$ cat config.mk
export PLATFORM = sky130hd
export DESIGN_NAME = uart_rx_fifo
export DESIGN_NICKNAME = d
export VERILOG_FILES = /design/src/rtl/uart_pkg.sv /design/src/rtl/uart_rx_fifo_sync_fifo.sv /design/src/rtl/uart_rx_fifo.sv
export SDC_FILE = /design/constraint.sdc
export NUM_CORES = 1
export LEC_CHECK = 0
export BUFFER_PORTS_ARGS = -buffer_cell sky130_fd_sc_hd__buf_2
export CELL_PAD_IN_SITES_DETAIL_PLACEMENT = 2
export CELL_PAD_IN_SITES_GLOBAL_PLACEMENT = 2
export CORE_ASPECT_RATIO = 0.7
export CORE_UTILIZATION = 50
export DETAILED_ROUTE_END_ITERATION = 8
export PLACE_DENSITY_LB_ADDON = 0.1
export REMOVE_ABC_BUFFERS = 1
export SLEW_MARGIN = 20
export SYNTH_ARGS = -nofsm -noshare
export SYNTH_HDL_FRONTEND = slang
export SYNTH_HIERARCHICAL = 1
export SYNTH_SLANG_ARGS = --single-unit
export TNS_END_PERCENT = 5
$ cat constraint.sdc
create_clock -name clock -period 6.6 [get_ports clock]
set_input_delay 1.32 -clock clock [delete_from_list [all_inputs] [get_ports clock]]
set_output_delay 1.32 -clock clock [all_outputs]
set_load 0.02 [all_outputs]
$ cat src/rtl/uart_pkg.sv
// Shared UART receive-path constants: line-status bit positions and the FIFO entry layout.
package uart_pkg;

  localparam int LSR_DONE = 0;
  localparam int LSR_OVR  = 1;
  localparam int LSR_PERR = 2;
  localparam int LSR_FERR = 3;

  localparam int RXF_W = 10;

  // Entry as stored in the receive FIFO, MSB first.
  typedef struct packed {
    logic       ferr;
    logic       perr;
    logic [7:0] data;
  } rx_entry_t;

endpackage

$ cat src/rtl/uart_rx_fifo_sync_fifo.sv
// Generic single-clock circular FIFO with show-ahead read and a separate occupancy counter.
module sync_fifo #(
  parameter int W     = 10,
  parameter int DEPTH = 16,
  parameter int AW    = 4
) (
  input  logic          clock,
  input  logic          reset,
  input  logic          push_i,
  input  logic          pop_i,
  input  logic [W-1:0]  wdata_i,
  output logic [W-1:0]  rdata_o,
  output logic [AW:0]   count_o,
  output logic [AW:0]   count_nxt_o,
  output logic          full_o,
  output logic          empty_o,
  output logic          room_o
);

  logic [W-1:0]  mem [DEPTH];
  logic [AW-1:0] wr_ptr_q, wr_ptr_d;
  logic [AW-1:0] rd_ptr_q, rd_ptr_d;
  logic [AW:0]   count_q, count_d;
  logic          do_push, do_pop;

  assign empty_o = (count_q == '0);
  assign full_o  = (count_q == (AW+1)'(DEPTH));

  // A pop in the same cycle frees a slot, so a full FIFO still accepts a push.
  assign do_pop  = pop_i & ~empty_o;
  assign room_o  = ~full_o | do_pop;
  assign do_push = push_i & room_o;

  always_comb begin
    wr_ptr_d = wr_ptr_q;
    rd_ptr_d = rd_ptr_q;
    count_d  = count_q;
    if (do_push) wr_ptr_d = wr_ptr_q + AW'(1);
    if (do_pop)  rd_ptr_d = rd_ptr_q + AW'(1);
    case ({do_push, do_pop})
      2'b10:   count_d = count_q + (AW+1)'(1);
      2'b01:   count_d = count_q - (AW+1)'(1);
      default: count_d = count_q;
    endcase
  end

  always_ff @(posedge clock) begin
    if (reset) begin
      wr_ptr_q <= '0;
      rd_ptr_q <= '0;
      count_q  <= '0;
    end else begin
      wr_ptr_q <= wr_ptr_d;
      rd_ptr_q <= rd_ptr_d;
      count_q  <= count_d;
    end
  end

  always_ff @(posedge clock) begin
    if (do_push) mem[wr_ptr_q] <= wdata_i;
  end

  assign rdata_o     = mem[rd_ptr_q];
  assign count_o     = count_q;
  assign count_nxt_o = count_d;

endmodule

$ cat src/rtl/uart_rx_fifo.sv
// UART receive buffer: captures completed characters from the receiver, acknowledges them,
// tracks dropped characters and raises a fill-level interrupt for the host.
module uart_rx_fifo
  import uart_pkg::*;
#(
  parameter int DEPTH  = 16,
  parameter int AW     = 4,
  parameter int THRESH = 8
) (
  input  logic          clock,
  input  logic          reset,
  input  logic [7:0]    rx_data,
  input  logic [7:0]    rx_lsr,
  output logic          clear_flags,
  output logic          fifo_full,
  input  logic          rd_en,
  output logic [7:0]    rd_data,
  output logic          rd_perr,
  output logic          rd_ferr,
  output logic          empty,
  output logic [AW:0]   count,
  output logic          overrun,
  input  logic          overrun_clr,
  output logic          rx_irq
);

  logic        clear_flags_q, clear_flags_d;
  logic        overrun_q, overrun_d;
  logic        rx_irq_q, rx_irq_d;
  logic        cap, room, drop;
  logic [AW:0] count_nxt;
  rx_entry_t   wr_entry, rd_entry;

  // rx_done stays high through the acknowledge cycle; masking it there yields one capture per character.
  assign cap  = rx_lsr[LSR_DONE] & ~clear_flags_q;
  assign drop = cap & ~room;

  assign wr_entry = '{ferr: rx_lsr[LSR_FERR], perr: rx_lsr[LSR_PERR], data: rx_data};

  sync_fifo #(
    .W     (RXF_W),
    .DEPTH (DEPTH),
    .AW    (AW)
  ) u_fifo (
    .clock       (clock),
    .reset       (reset),
    .push_i      (cap),
    .pop_i       (rd_en),
    .wdata_i     (wr_entry),
    .rdata_o     (rd_entry),
    .count_o     (count),
    .count_nxt_o (count_nxt),
    .full_o      (fifo_full),
    .empty_o     (empty),
    .room_o      (room)
  );

  always_comb begin
    clear_flags_d = cap;
    overrun_d     = overrun_q;
    // A drop or a receiver-reported overrun wins over a host clear in the same cycle.
    if (drop || (cap && rx_lsr[LSR_OVR])) overrun_d = 1'b1;
    else if (overrun_clr)                 overrun_d = 1'b0;
    rx_irq_d = (count_nxt >= (AW+1)'(THRESH));
  end

  always_ff @(posedge clock) begin
    if (reset) begin
      clear_flags_q <= 1'b0;
      overrun_q     <= 1'b0;
      rx_irq_q      <= 1'b0;
    end else begin
      clear_flags_q <= clear_flags_d;
      overrun_q     <= overrun_d;
      rx_irq_q      <= rx_irq_d;
    end
  end

  assign clear_flags = clear_flags_q;
  assign overrun     = overrun_q;
  assign rx_irq      = rx_irq_q;
  assign rd_data     = rd_entry.data;
  assign rd_perr     = rd_entry.perr;
  assign rd_ferr     = rd_entry.ferr;

endmodule

# Word level (Yosys, flattened, before mapping)
# Memory sizes are Yosys's and may differ from the RTL's. A register that Yosys moved wholly into a read port is not among the register bits.
# Index checks and enable logic that the tools add are counted.
# classes
eq_ne	3
n_bitwise	9
n_reduce_logical	4
order_cmp	1
n_mux	7
n_addsub	4
# ops
op	count
case mux 5 bit (2 select lines)	1
adder 4 x 1 -> 4 bit, second input constant	2
two-way mux 4 bit	2
adder 5 x 1 -> 5 bit, second input constant	1
== test 5 bit, second input constant	1
>= comparator 5 x 4 -> 1 bit, second input constant	1
logical NOT 5 bit	1
subtractor 5 x 1 -> 5 bit, second input constant	1
bitwise AND 1 bit	4
two-way mux 1 bit	4
inverter 1 bit	4
== test 2 x 1 -> 1 bit, second input constant	1
== test 2 bit, second input constant	1
nonzero test 2 bit	1
logical AND 1 bit	1
logical OR 1 bit	1
bitwise OR 1 bit	1
# word_totals
reg_bits	16
ram_bits	160
elab_cells	35
input_bits	20
n_memories	1
# mem_list
name	words	word_bits	read_ports	rd_ports_with_merged_regs	wr	line_no	text
u_fifo.mem	16	10	1	1	1	uart_rx_fifo_sync_fifo.sv:20	logic [W-1:0] mem [DEPTH];

# Longest topological paths before layout
# Gate-level depths: netlist of run 1.
# depth
ltp_word	8
ltp_mapped	10
mapped_depth_nobuf	10

# By module
# Netlist of run 1, hierarchy kept.
# by_module_without_submodules
mod	instances	area_per_inst_um2	cells_each	seq_area_each_um2
sync_fifo	1	7068.0	381	5144.9
uart_rx_fifo	1	115.1	11	60.1

# Worst setup path after synthesis of run 1
# No wires, ideal clock.
# synth_path
path_type	input port to flip-flop
startpoint	input rx_lsr[0]
endpoint	register rx_irq_q (netlist: rx_irq)
path_stages	10
t_arrival_ps	3053
setup_time_ps	112
path_buffers	0
path_slack_ps	3435
path_cell_list	nor2b_4 > nand2b_1 > a21oi_2 > ha_1 > a211oi_1 > nor2_1 > mux2i_1 > nand3_1 > nor2_1 > nor2_1
# synth_via
elab_chain_len	5
# synth_lines
item	line_no	text
start: declaration	uart_rx_fifo.sv:13	input logic [7:0] rx_lsr,
bitwise AND 1 bit (*)	uart_rx_fifo.sv:35	assign cap = rx_lsr[LSR_DONE] & ~clear_flags_q;
bitwise AND 1 bit (*)	uart_rx_fifo_sync_fifo.sv:32	assign do_push = push_i & room_o;
== test 2 x 1 -> 1 bit or == test 2 bit (tied branches)	uart_rx_fifo_sync_fifo.sv:40	case ({do_push, do_pop})
case mux 5 bit (2 select lines) (*)	uart_rx_fifo_sync_fifo.sv:40	
via count_nxt[4]	uart_rx_fifo.sv:31	logic [AW:0] count_nxt;
>= comparator 5 x 4 -> 1 bit (*)	uart_rx_fifo.sv:64	rx_irq_d = (count_nxt >= (AW+1)'(THRESH));
end signal: assignment	uart_rx_fifo.sv:75	rx_irq_q <= rx_irq_d;
end: declaration	uart_rx_fifo.sv:29	logic rx_irq_q, rx_irq_d;
# The timed path passes the listed nets; every way through them passes the cells marked *.
# A chain may end at the register's enable or synchronous reset.

==> results.json, run 1 <==
{
  "outcome": "completed",
  "hold_viol": 0,
  "critical_path.startpoint_type": "register",
  "cts_resized": 0,
  "synth_cells": 389,
  "routedWlPerCell_um": 32.3,
  "r2r-start": "u_fifo/count_o[0]",
  "cts_sinks": 180,
  "critical_path.cell_chain": "buf_4 > mux4_2 > a22oi_1 > nand2_1 > buf_2",
  "final_common_cell": "edfxtp_1",
  "finalCritPeriodShare_pct": 65.1,
  "fp.coreArea_sq_um": 13900,
  "final_cell_mix": "160 x edfxtp_1, 40 x mux4_2, 35 x buf_2",
  "postLayoutCoreUtil_pct": 59.3,
  "hold_buffers": 0,
  "clk_pin_slew_ns": 0.07,
  "die-height_um": 102,
  "insertion_delay_ns": 0.43,
  "ant_nets": 0,
  "area_growth_syn_to_layout_pct": 15.3,
  "worst_pin_slew_ns": 1.25,
  "power_density_nw_per_um2": 367,
  "endpoint": "rd_data[7]",
  "tns_ns": 0,
  "highest_layer": "met4",
  "cts_buffer_depth": 2,
  "cp_max_fo": 21,
  "gp_congestion": 0.713,
  "hpwl_mm": 13.1,
  "setup_violations": 0,
  "syn_area_sq_um": 7150,
  "n_antenna_cell": 0,
  "drive_above_1_share_pct": 30.5,
  "dp.cells": 610,
  "slew_headroom_pct": 16.1,
  "final_cells": 642,
  "final_max_slew_viol_count": 0,
  "via_count": 4028,
  "cts_tree": "built",
  "cts_made_buffers": 17,
  "crit_arrival_ns": 2.98,
  "endpoint_kind": "output pin",
  "drc": 0,
  "yosys_warnings": 6,
  "routedLengthMet1_mm": 8.55,
  "grt_max_degree": 41,
  "slowest_stage": "dfxtp_2",
  "syn_avg_cell_area_sq_um": 18.4,
  "reg2reg_depth": 9,
  "wirelength_mm": 20.7,
  "cp_num_cells": 5,
  "finalPower_mw": 3.03,
  "drt_iter0_drc": 297,
  "io_buffers": 35,
  "p_leak_nw": 2.74,
  "io_pins": 40,
  "hold_path.class": "register to register",
  "die_x_um": 145,
  "grt_pass1_wl_mm": 29.9,
  "worst-setup-path-type": "register to output pin",
  "start_util_pct": 51.4,
  "place_ws_ns": 2.36,
  "grt_pass1_vias": 4304,
  "clock-root-buffer": "clkbuf_16",
  "grtUsageTotal_pct": 29.9,
  "whs_ns": 0.488,
  "ctsHtreeMaxLevel": 4,
  "finalInstanceArea_sq_um": 8250,
  "rsz0062_at_grt": "no",
  "fin_skew_ns": 0.0101,
  "max-cap-violations": 0,
  "cp_num_buf_inv": 2,
  "reg2reg_slack_ns": 3.11,
  "antenna_found_initial": 0,
  "wl_met3_mm": 1.13,
  "post_cts.repair.setup_buffers": 0,
  "max_freq_ghz": 0.233,
  "drtPass1Iterations": 4,
  "worst_slack_ns": 2.30,
  "timing.final.crit_period_ns": 4.30,
  "max-vdd-ir-drop_mv": 0.215,
  "place_area_sq_um": 7640,
  "grt_overflow": 0,
  "crit_path_max_incr_delay_ns": 0.81,
  "cpLargestDelayFamily": "flip-flops",
  "wl_met2_mm": 10.5,
  "rr_endpoint": "rx_irq",
  "layout.nets": 468,
  "viasPerCell": 6.27,
  "worstPathRequired_ns": 5.28,
  "fp-row-count": 36,
  "design.die.area_sq_um": 14800
}
[report_power, final]
group          switching (mW)  internal [mW]  leakage (nW)
sequential             0.0736           1.28          1.61
clock                   0.471          0.545         0.291
combinational           0.381          0.278         0.843
total                   0.925           2.10          2.74
[cell type report]
type / instances / area [sq um]
repair buffers: 48 / 273
clock buffers: 21 / 483
inverters: 7 / 26.3
well taps: 190 / 238
multi-input cells: 185 / 1920
fillers: 1139 / 5670
flip-flops and latches: 180 / 5210
clock inverters: 11 / 101
[metal layers]
| metal | up-vias | global-route usage, % |
|---|---|---|
| li1 | 1662 | - |
| met1 | 2174 | 38.3 |
| met2 | 159 | 51.2 |
| met3 | 33 | 5.89 |
| met4 | 0 | 11.9 |
| met5 | - | 0 |
[worst min-delay path by stage]
stage                        from                 end  cells after the start
3_5_place_dp              overrun             overrun                      2
5_1_grt                   overrun             overrun                      2
2_1_floorplan  u_fifo/wr_ptr_q[1]  u_fifo/wr_ptr_q[1]                      2
4_1_cts                   overrun             overrun                      2
3_3_place_gp              overrun             overrun                      2
6_report                  overrun             overrun                      2
[sequential cells by signal, summed over array words and instances (netlist names), named ones only]
signal,cells
clear_flags,1
rx_irq,1
u_fifo/mem,160
u_fifo/wr_ptr_q,4
overrun,1
u_fifo/rd_ptr_q,4
u_fifo/count_o,5
[tightest hold or removal path: cells and delay by family (launching register included)]
kind,cells,cell delay [ns]
simple gates,1,0.08
flops,1,0.32
compound gates,1,0.05
Power figures use the tool's default switching activity.
==> run 2, diff against run 1 <==
--- a/config.mk
+++ b/config.mk
@@ -9,7 +9,7 @@
 export CELL_PAD_IN_SITES_DETAIL_PLACEMENT = 2
 export CELL_PAD_IN_SITES_GLOBAL_PLACEMENT = 2
 export CORE_ASPECT_RATIO = 0.7
-export CORE_UTILIZATION = 50
+export CORE_UTILIZATION = 46
 export DETAILED_ROUTE_END_ITERATION = 8
 export PLACE_DENSITY_LB_ADDON = 0.1
 export REMOVE_ABC_BUFFERS = 1
==> constraint.sdc (replaced) <==
create_clock -name clock -period 4 [get_ports clock]
set_input_delay 0.8 -clock clock [delete_from_list [all_inputs] [get_ports clock]]
set_output_delay 0.8 -clock clock [all_outputs]
set_load 0.02 [all_outputs]
==> results.json, run 2 (same netlist as run 1, synthesis figures left out) <==
{
  "whs_ns": 0.475,
  "worstPathRequired_ns": 3.20,
  "final_cells": 656,
  "grt_overflow": 0,
  "cts_resized": 0,
  "cts_sinks": 180,
  "insertion_delay_ns": 0.43,
  "grtUsageTotal_pct": 27.5,
  "place_ws_ns": 0.563,
  "worst_pin_slew_ns": 0.745,
  "power_density_nw_per_um2": 599,
  "place_area_sq_um": 7720,
  "clock-root-buffer": "clkbuf_16",
  "hold_viol": 0,
  "finalInstanceArea_sq_um": 8290,
  "hold_buffers": 0,
  "post_cts.repair.setup_buffers": 0,
  "max-vdd-ir-drop_mv": 0.358,
  "rsz0062_at_grt": "no",
  "design.die.area_sq_um": 16100,
  "largest_reg_flops": 160,
  "final_common_cell": "edfxtp_1",
  "cts_tree": "built",
  "grt_max_degree": 41,
  "fp-row-count": 37,
  "endpoint_kind": "output pin",
  "timing.final.crit_period_ns": 3.28,
  "cp_max_fo": 26,
  "cts_buffer_depth": 2,
  "fin_skew_ns": 0.0167,
  "cts_made_buffers": 17,
  "tns_ns": 0,
  "area_growth_syn_to_layout_pct": 15.9,
  "p_leak_nw": 2.78,
  "dp.cells": 624,
  "finalCritPeriodShare_pct": 81.9,
  "start_util_pct": 47.8,
  "slew_headroom_pct": 49.0,
  "worst_slack_ns": 0.724,
  "ant_nets": 0,
  "routedWlPerCell_um": 30.8,
  "hpwl_mm": 12.9,
  "layout.nets": 477,
  "drive_above_1_share_pct": 31.7,
  "crit_arrival_ns": 2.48,
  "grt_pass1_vias": 4427,
  "die_x_um": 151,
  "outcome": "completed",
  "gp_congestion": 0.728,
  "fp.coreArea_sq_um": 15000,
  "io_buffers": 35,
  "worst-setup-path-type": "register to output pin",
  "io_pins": 40,
  "drc": 0,
  "wirelength_mm": 20.2,
  "fillers": 1303,
  "viasPerCell": 5.97,
  "antenna_found_initial": 0,
  "via_count": 3915,
  "setup_violations": 0,
  "postLayoutCoreUtil_pct": 55.4,
  "drt_iter0_drc": 261,
  "n_antenna_cell": 0,
  "final_max_slew_viol_count": 0,
  "grt_pass1_wl_mm": 29.6,
  "die-height_um": 106,
  "final_cell_mix": "160 x edfxtp_1, 40 x mux4_2, 35 x buf_2",
  "finalPower_mw": 4.97,
  "max_freq_ghz": 0.305,
  "critical_path.startpoint_type": "register",
  "drtPass1Iterations": 4,
  "clk_pin_slew_ns": 0.08,
  "regMostFlops": "u_fifo/mem",
  "ctsHtreeMaxLevel": 4,
  "max-cap-violations": 0,
  "hold_path.class": "register to register"
}
## run 2: cell types whose count changed in the layout (fill, tap and decap cells not counted), sizes merged
cell / previous run / this run
clkinv: 0 / 5
inv: 18 / 17
buf: 48 / 57
clkbuf: 21 / 17
## run 2: final cells by class
class | instances | area, sq um | area share, %
multi-input combinational | 185 | 1890 | 22.8
timing repair buffer | 57 | 353 | 4.26
inverter | 7 | 26.3 | 0.317
sequential | 180 | 5210 | 62.8
clock inverter | 15 | 139 | 1.68
clock buffer | 17 | 425 | 5.13
tap | 195 | 244 | 2.94
## run 2: critical path, cell delays in order, from the launching register on
cell     delay (ns)
dfxtp_2        0.83
buf_4          0.31
mux4_2         0.32
a22oi_1        0.30
nand2_1        0.10
buf_2          0.16
## run 2: path summary, 6_finish.rpt
path | end | cells past startpoint | start | slack, ns
max | rd_data[0] | 5 | register | 0.72
min | overrun | 2 | overrun | 0.48
max reg2reg | rx_irq | 9 | u_fifo/count_o[0] | 0.77
min reg2reg | overrun | 2 | overrun | 0.48
## run 2: layer usage
layer  vias to the layer above  global-route usage [%]  share of wire [%]
met3                        23                    6.14                7.5
met2                       137                    44.9                 50
li1                       1676                       -                  -
met4                         0                    11.3                1.9
met1                      2079                    35.7                 40
met5                         -                       0                  0
## run 2: power by group
group | switching (mW) | leakage [nW] | internal, mW
combinational | 0.661 | 0.884 | 0.476
clock | 0.792 | 0.284 | 0.829
sequential | 0.0973 | 1.61 | 2.11
total | 1.55 | 2.78 | 3.42
==> run 3, diff against run 2 <==
--- a/config.mk
+++ b/config.mk
@@ -9,7 +9,7 @@
 export CELL_PAD_IN_SITES_DETAIL_PLACEMENT = 2
 export CELL_PAD_IN_SITES_GLOBAL_PLACEMENT = 2
 export CORE_ASPECT_RATIO = 0.7
-export CORE_UTILIZATION = 46
+export CORE_UTILIZATION = 42
 export DETAILED_ROUTE_END_ITERATION = 8
 export PLACE_DENSITY_LB_ADDON = 0.1
 export REMOVE_ABC_BUFFERS = 1
==> constraint.sdc (replaced) <==
create_clock -name clock -period 2.85 [get_ports clock]
set_input_delay 0.57 -clock clock [delete_from_list [all_inputs] [get_ports clock]]
set_output_delay 0.57 -clock clock [all_outputs]
set_load 0.02 [all_outputs]
==> results.json, run 3 (same netlist as run 1, synthesis figures left out) <==
{
  "routedLengthMet1_mm": 7.92,
  "swShare_pct": 29.8,
  "cts_buffer_depth": 2,
  "final_cell_mix": "160 x edfxtp_1, 40 x mux4_2, 35 x buf_2",
  "antenna_found_initial": 1,
  "slowest_stage": "mux4_2",
  "crit_path_max_incr_delay_ns": 0.52,
  "cts_made_buffers": 17,
  "finalCritPeriodShare_pct": 97.3,
  "cp_max_fo": 11,
  "cpLargestDelayFamily": "multiplexers",
  "endpoint_kind": "output pin",
  "place_ws_ns": 0.0834,
  "area_growth_syn_to_layout_pct": 18.8,
  "drc": 0,
  "grt_pass1_wl_mm": 28.0,
  "layout.nets": 490,
  "fp.coreArea_sq_um": 16500,
  "io_pins": 40,
  "n_antenna_cell": 0,
  "final_max_slew_viol_count": 0,
  "ctsHtreeMaxLevel": 4,
  "rsz0062_at_grt": "yes",
  "crit_arrival_ns": 2.20,
  "worst_slack_ns": 0.0762,
  "fin_skew_ns": 0.0136,
  "insertion_delay_ns": 0.43,
  "routedWlPerCell_um": 27.2,
  "combPwrFrac_pct": 23.5,
  "regMostFlops": "u_fifo/mem",
  "critical_path.startpoint_type": "register",
  "start_util_pct": 43.4,
  "max-cap-violations": 0,
  "gp_congestion": 0.724,
  "worst_pin_slew_ns": 0.711,
  "via_count": 3923,
  "highest_layer": "met5",
  "clk_pin_slew_ns": 0.07,
  "hold_path.class": "input pin to register",
  "wirelength_mm": 19.0,
  "hpwl_mm": 12.1,
  "ant_nets": 0,
  "drive_above_1_share_pct": 34.0,
  "finalPower_mw": 7.13,
  "whs_ns": 0.414,
  "max-vdd-ir-drop_mv": 0.415,
  "drtPass1Iterations": 4,
  "grt_max_degree": 20,
  "max_freq_ghz": 0.361,
  "die_x_um": 158,
  "worstPathRequired_ns": 2.28,
  "die-height_um": 111,
  "timing.final.crit_period_ns": 2.77,
  "grt_pass1_vias": 4271,
  "p_sw_mw": 2.13,
  "intPower_mw": 5.00,
  "worst-setup-path-type": "register to output pin",
  "design.die.area_sq_um": 17600,
  "power_density_nw_per_um2": 839,
  "p_leak_nw": 2.87,
  "cts_tree": "built",
  "wl_met2_mm": 9.30,
  "critical_path.cell_chain": "bufbuf_16 > mux4_2 > a22oi_1 > nand2_1 > buf_2",
  "tns_ns": 0,
  "drt_iter0_drc": 219,
  "grt_overflow": 0,
  "slew_headroom_pct": 51.3,
  "final_common_cell": "edfxtp_1",
  "grtUsageTotal_pct": 23.5,
  "clock-root-buffer": "clkbuf_16",
  "viasPerCell": 5.61,
  "clock_power_share_pct": 33.3,
  "fillers": 1507,
  "outcome": "completed",
  "wl_met3_mm": 1.36,
  "power_frac_seq_pct": 43.2,
  "hold_buffers": 0,
  "setup_violations": 0,
  "cts_sinks": 180,
  "hold_viol": 0,
  "fp-row-count": 39,
  "io_buffers": 35,
  "largest_reg_flops": 160,
  "cp_num_buf_inv": 2
}
run 3: metrics by stage:
step                      util (%)  instance area, sq um  cells
final                         51.5                  8500    699
after detailed placement      47.5                  7840    664
after global routing          51.5                  8500    699
after floorplan                  -                  7080    372
after global placement        47.5                  7840    664
after CTS                     51.4                  8470    697
run 3: worst paths after layout:
| check | from | endpoint | slack (ns) | cells after the start |
|---|---|---|---|---|
| max | register | rd_perr | 0.08 | 5 |
| min | overrun_clr | overrun | 0.41 | 3 |
| max reg2reg | u_fifo/count_o[0] | rx_irq | 0.36 | 9 |
| min reg2reg | overrun | overrun | 0.48 | 2 |
run 3: repair_timing:
action                                  CTS  global route
gates resized for setup                   1             2
endpoints found under the setup margin    2             6
buffers inserted                          0             2
gates cloned                              1             0
run 3: layout make-up:
class	count	area, sq um	share of cell area [%]
Tap cell	225	282	3.31
Clock inverter	15	178	2.09
Timing Repair Buffer	70	475	5.59
Sequential cell	180	5210	61.3
Clock buffer	17	425	5.01
Multi-Input combinational cell	185	1900	22.4
Inverter	7	26.3	0.309
run 3: layer usage:
metal	track usage, %	vias up
li1	-	1704
met1	31.5	2056
met2	37.6	129
met3	4.93	32
met4	9.23	2
met5	0	-
run 3: power groups by stage:
stage | logic, mW | registers, mW | clock network (mW)
floorplan | 0.931 | 3.26 | 0
detailed placement | 1.61 | 3.13 | 0
global route | 1.81 | 3.09 | 2.50
CTS | 1.68 | 3.08 | 2.42
global placement | 1.55 | 3.13 | 0
finish | 1.68 | 3.08 | 2.37
run 3: worst min-delay path: stages:
cell	delay, ns
buf_2	0.07
nand2b_1	0.10
a21oi_2	0.05
